==> src/rtl/bus_sched_pkg.sv <==
// bus_sched_pkg: shared types, constants and destination decode for the packet bus scheduler.
package bus_sched_pkg;

    typedef enum logic [1:0] {IDLE, POP, PUSH} sched_state_e;

    localparam int ID_W = 8;
    localparam logic [ID_W-1:0] BCAST_ID = '1;

    // Push mask for a packet from src; an all-zero result means the packet is dropped.
    function automatic logic [15:0] dst_mask(
        input int unsigned dst,
        input int unsigned src,
        input int unsigned n,
        input int unsigned bcast
    );
        logic [16:0] all_m;
        all_m = (17'd1 << n) - 17'd1;
        if (dst == bcast) return all_m[15:0] & ~(16'd1 << src);
        if (dst < n && dst != src) return 16'd1 << dst;
        return '0;
    endfunction

endpackage

==> src/rtl/rr_arbiter.sv <==
// rr_arbiter: combinational rotate-priority pick, searching upward from last+1 with wrap.
module rr_arbiter #(
    parameter int N = 4
) (
    input  logic [N-1:0]         req,
    input  logic [$clog2(N)-1:0] last,
    output logic [$clog2(N)-1:0] gnt_idx,
    output logic                 gnt_vld
);

    localparam int W = $clog2(N);

    // Walk from the farthest candidate to the nearest so the nearest requester wins.
    always_comb begin
        gnt_idx = last;
        gnt_vld = 1'b0;
        for (int k = N; k >= 1; k--) begin
            if (req[(int'(last) + k) % N]) begin
                gnt_idx = W'((int'(last) + k) % N);
                gnt_vld = 1'b1;
            end
        end
    end

endmodule

==> src/rtl/bus_rr_sched.sv <==
// bus_rr_sched: round-robin scheduler moving one packet at a time from a pending
// input FIFO to its addressed terminal(s) over the shared bus.
module bus_rr_sched #(
    parameter int drvrs = 4,
    parameter int pckg_sz = 16,
    parameter int ID_W = bus_sched_pkg::ID_W,
    parameter logic [ID_W-1:0] broadcast = '1
) (
    input  logic                       clk,
    input  logic                       reset,
    input  logic [drvrs-1:0]           pndng,
    input  logic [drvrs*pckg_sz-1:0]   D_pop,
    output logic [drvrs-1:0]           pop,
    output logic [drvrs-1:0]           push,
    output logic [pckg_sz-1:0]         D_push,
    output logic                       busy,
    output logic [3:0]                 grant_id,
    output logic                       err_drop,
    output logic [31:0]                xfer_cnt
);

    import bus_sched_pkg::*;

    localparam int LW = $clog2(drvrs);

    sched_state_e       state, state_n;
    logic [LW-1:0]      g, g_n, arb_idx;
    logic               arb_vld;
    logic [pckg_sz-1:0] head, D_push_n;
    logic [ID_W-1:0]    dst;
    logic [drvrs-1:0]   mask, pop_n, push_n;
    logic               err_n;
    logic [31:0]        cnt_n;

    rr_arbiter #(.N(drvrs)) u_arb (
        .req     (pndng),
        .last    (g),
        .gnt_idx (arb_idx),
        .gnt_vld (arb_vld)
    );

    // The head is decoded while still in POP so every output can be registered into PUSH.
    assign head     = D_pop[int'(g)*pckg_sz +: pckg_sz];
    assign dst      = head[pckg_sz-1 -: ID_W];
    assign mask     = drvrs'(dst_mask(32'(dst), 32'(g), drvrs, 32'(broadcast)));
    assign grant_id = 4'(g);

    always_comb begin
        state_n  = state;
        g_n      = g;
        pop_n    = '0;
        push_n   = '0;
        D_push_n = D_push;
        err_n    = 1'b0;
        cnt_n    = xfer_cnt;
        case (state)
            IDLE: if (arb_vld) begin
                state_n = POP;
                g_n     = arb_idx;
                pop_n   = drvrs'(1) << arb_idx;
            end
            POP: begin
                state_n  = PUSH;
                push_n   = mask;
                D_push_n = head;
                err_n    = (mask == '0);
                cnt_n    = xfer_cnt + 32'(mask != '0);
            end
            default: state_n = IDLE;
        endcase
    end

    always_ff @(posedge clk or posedge reset) begin
        if (reset) begin
            state    <= IDLE;
            g        <= LW'(drvrs - 1);
            pop      <= '0;
            push     <= '0;
            D_push   <= '0;
            busy     <= 1'b0;
            err_drop <= 1'b0;
            xfer_cnt <= '0;
        end else begin
            state    <= state_n;
            g        <= g_n;
            pop      <= pop_n;
            push     <= push_n;
            D_push   <= D_push_n;
            busy     <= (state_n != IDLE);
            err_drop <= err_n;
            xfer_cnt <= cnt_n;
        end
    end

endmodule

==> config.mk <==
export PLATFORM = sky130hd
export DESIGN_NAME = bus_rr_sched
export DESIGN_NICKNAME = d
export VERILOG_FILES = /design/src/rtl/bus_sched_pkg.sv /design/src/rtl/rr_arbiter.sv /design/src/rtl/bus_rr_sched.sv
export SDC_FILE = /design/constraint.sdc
export NUM_CORES = 1
export LEC_CHECK = 0
export CORE_AREA = 2 2 93 95
export CTS_CLUSTER_SIZE = 8
export DETAILED_ROUTE_END_ITERATION = 6
export DIE_AREA = 0 0 95 97
export GPL_TIMING_DRIVEN = 0
export HOLD_SLACK_MARGIN = 0.1
export PLACE_DENSITY = 0.76
export SLEW_MARGIN = 5
export SYNTH_ARGS = -nofsm -noshare
export SYNTH_HDL_FRONTEND = slang
export SYNTH_SLANG_ARGS = --single-unit
==> constraint.sdc <==
create_clock -name clk -period 3.5 [get_ports clk]
set_input_delay 0.875 -clock clk [delete_from_list [all_inputs] [get_ports clk]]
set_output_delay 0.875 -clock clk [all_outputs]
set_load 0.02 [all_outputs]
==> impl_metrics.py <==
metrics = {
    "pwr": {
        "p_per_area_mw_per_mm2": 621.4,
        "ir_drop_mv": 0.3670,
        "power.total_mw": 3.150,
        "p_leak_nw": 2.237,
    },
    "timing": {
        "slew_violations": 0,
        "setup_viol": 0,
        "period_minus_slack_ns": 3.372,
        "clock.fmax_mhz": 296.5,
        "hold_viol": 0,
        "hold_ws_ns": 0.4727,
        "min_period_over_period": 0.9635,
        "max_slew_margin": 0.5917,
        "skew_ns": 0.01142,
        "worst_pin_slew_ns": 0.6116,
    },
    "layout": {
        "final_cell_mix": "clkdlybuf4s50_1 (129), nand2_1 (67), dfrtp_1 (60)",
        "stdcell_count": 562,
        "drive_gt1_frac": 0.1357,
        "fin_nets": 529,
        "final_common_cell": "clkdlybuf4s50_1",
        "area_delta_synth_final_pct": 52.79,
        "fillers": 666,
        "diodes": 0,
    },
    "job": {
        "cap_violations": 0,
    },
    "critical_path": {
        "critPathMaxFanout": 10,
        "crit_type": "in2reg",
        "crit_path_end_kind": "flip-flop",
        "cp_data_arrival_time_ns": 3.64,
        "required_ns": 3.77,
        "start_kind": "input pin",
    },
    "synthesis": {
        "synth_area_sq_mm": 0.003318,
        "netlist_instances": 308,
        "syn_avg_cell_area_sq_um": 10.77,
        "ys_seq_elements": 62,
        "synth_top_area_frac": 0.4525,
        "synth_area_leaders": "dfrtp_1 (45%), nand2_1 (7.6%), mux4_2 (7.5%), xor2_1 (5.0%), mux4_1 (4.8%)",
        "synthFlopType": "dfrtp_1",
        "synth_edf_count": 0,
        "async_flop_share": 1.000,
        "yosysTopAreaCell": "dfrtp_1",
        "synth_warnings": 0,
        "ys_seq_area_frac": 0.4683,
        "synth_cell_type_count": 45,
    },
    "grt": {
        "grt_max_degree": 35,
        "antenna_found_initial": 0,
        "grtUsageTotal": 0.1860,
        "grt_pass1_vias": 2838,
        "overflow": 0,
        "grt_pass1_wl_microns": 13560,
    },
    "clocking": {
        "cts_tree": "built",
        "cts_root_buf": "clkbuf_8",
        "clk_pin_slew_ns": 0.08,
        "cts_inserted_buffers": 9,
        "ctsHtreeMaxLevel": 3,
        "clockBufferDepth": 2,
        "cts_sinks": 62,
        "clock_latency_ns": 0.35,
        "ctsHoldBuffers": 0,
    },
    "placement": {
        "hpwl_microns": 6390,
        "numPortBuffers": 129,
        "dpl.cell_count": 544,
        "gp_congestion": 0.8284,
    },
    "die": {
        "coreArea_sq_mm": 0.008134,
        "io_pins": 132,
        "dieArea_sq_mm": 0.009215,
        "start_util": 0.4079,
        "fp.dieH_microns": 97,
        "rows": 33,
        "die_w_microns": 95,
    },
    "detailed_routing": {
        "routed_wl_microns": 8305,
        "first_pass_iters": 4,
        "drc": 0,
        "drtAntennaViolNets": 0,
        "num_vias": 2928,
        "vias_per_cell": 5.210,
        "wire_per_inst_microns": 14.78,
        "drtIter0Drc": 46,
    },
    "run_status": {
        "outcome": "completed",
    },
    "min_path": {
        "hold_class": "reg2reg",
    },
}
[through the flow]
stage / util / area [sq um] / TNS, ns / setup WS, ns
floorplan: - / 3322 / 0 / 0.1546
global placement: 0.5833 / 4745 / -9.461 / -0.5197
detailed placement: 0.5858 / 4765 / -10.77 / -0.5902
CTS: 0.6141 / 4995 / 0 / 0.01091
global route: 0.6233 / 5070 / -0.01129 / -0.01129
finish: 0.6233 / 5070 / 0 / 0.1278
[kinds of logic after synthesis]
logic type      synth area share
other cells             0.001130
xor+xnor                 0.07918
simple gates              0.2025
flops                     0.4683
fa+ha+maj                0.02639
buf+inv                  0.03997
mux                       0.1346
compound gates           0.04789
[final cells by class]
| class | instances | area [sq um] | area share |
|---|---|---|---|
| Tap cell | 105 | 131.4 | 0.02591 |
| Clock buffer | 10 | 137.6 | 0.02715 |
| Inverter | 12 | 45.04 | 0.008885 |
| Multi-Input combinational cell | 218 | 1707 | 0.3366 |
| Clock inverter | 6 | 67.56 | 0.01333 |
| Sequential cell | 62 | 1554 | 0.3065 |
| Buffer | 17 | 101.3 | 0.01999 |
| Timing Repair Buffer | 132 | 1326 | 0.2616 |
[critical path: stages]
cell	delay, ns
clkdlybuf4s50_1	0.40
mux4_2	0.54
nor4_4	0.28
o2111ai_2	0.21
o21ai_4	0.11
ha_1	0.16
nand3_1	0.10
or3_1	0.34
buf_6	0.16
nor4_4	0.26
xor2_1	0.20
[report_power, final]
part | leakage [nW] | internal (mW) | switching (mW)
Clock | 0.0993 | 0.352 | 0.300
Sequential | 0.797 | 0.883 | 0.105
Combinational | 1.34 | 0.723 | 0.787
[state kept, by name, indices dropped and copies added (netlist names)]
| name | count |
|---|---|
| xfer_cnt | 32 |
| pop | 4 |
| D_push | 16 |
| state | 2 |
| g | 2 |
| busy | 1 |
| err_drop | 1 |
| push | 4 |
[metal layers]
layer	vias up	wire, microns	GRT usage
li1	1382	-	-
met2	110	4041	0.3061
met3	16	525	0.04751
met5	-	0	0
met4	0	185	0.06577
met1	1420	3552	0.2354
[repair_timing]
action	4_1_cts	5_1_grt
hold endpoints to repair	0	0
pin swaps	1	4
cloned	0	0
endpoints found under the setup margin	18	13
setup buffers	1	1
resized for setup	8	17
[synthesized netlist by cell type, drive strengths merged, types with 7 or more instances]
library cell,number
nand2,67
dfrtp,60
xor2,19
mux4,17
nor4,13
inv,12
nor3,12
buf,11
xnor2,11
nand4,9
nand3,8
nor2,8
ha,7
[final timing paths]
path | endpoint | startpoint | slack (ns) | cells past startpoint
max | xfer_cnt[15] | D_pop[62] | 0.13 | 11
min | xfer_cnt[31] | xfer_cnt[31] | 0.47 | 1
max reg2reg | xfer_cnt[15] | g[0] | 0.24 | 11
min reg2reg | xfer_cnt[31] | xfer_cnt[31] | 0.47 | 1
max in group asynchronous | D_push[0] | reset | 1.98 | 3
min in group asynchronous | xfer_cnt[1] | reset | 0.92 | 2
Note: power is estimated with default switching activity, not from simulation.
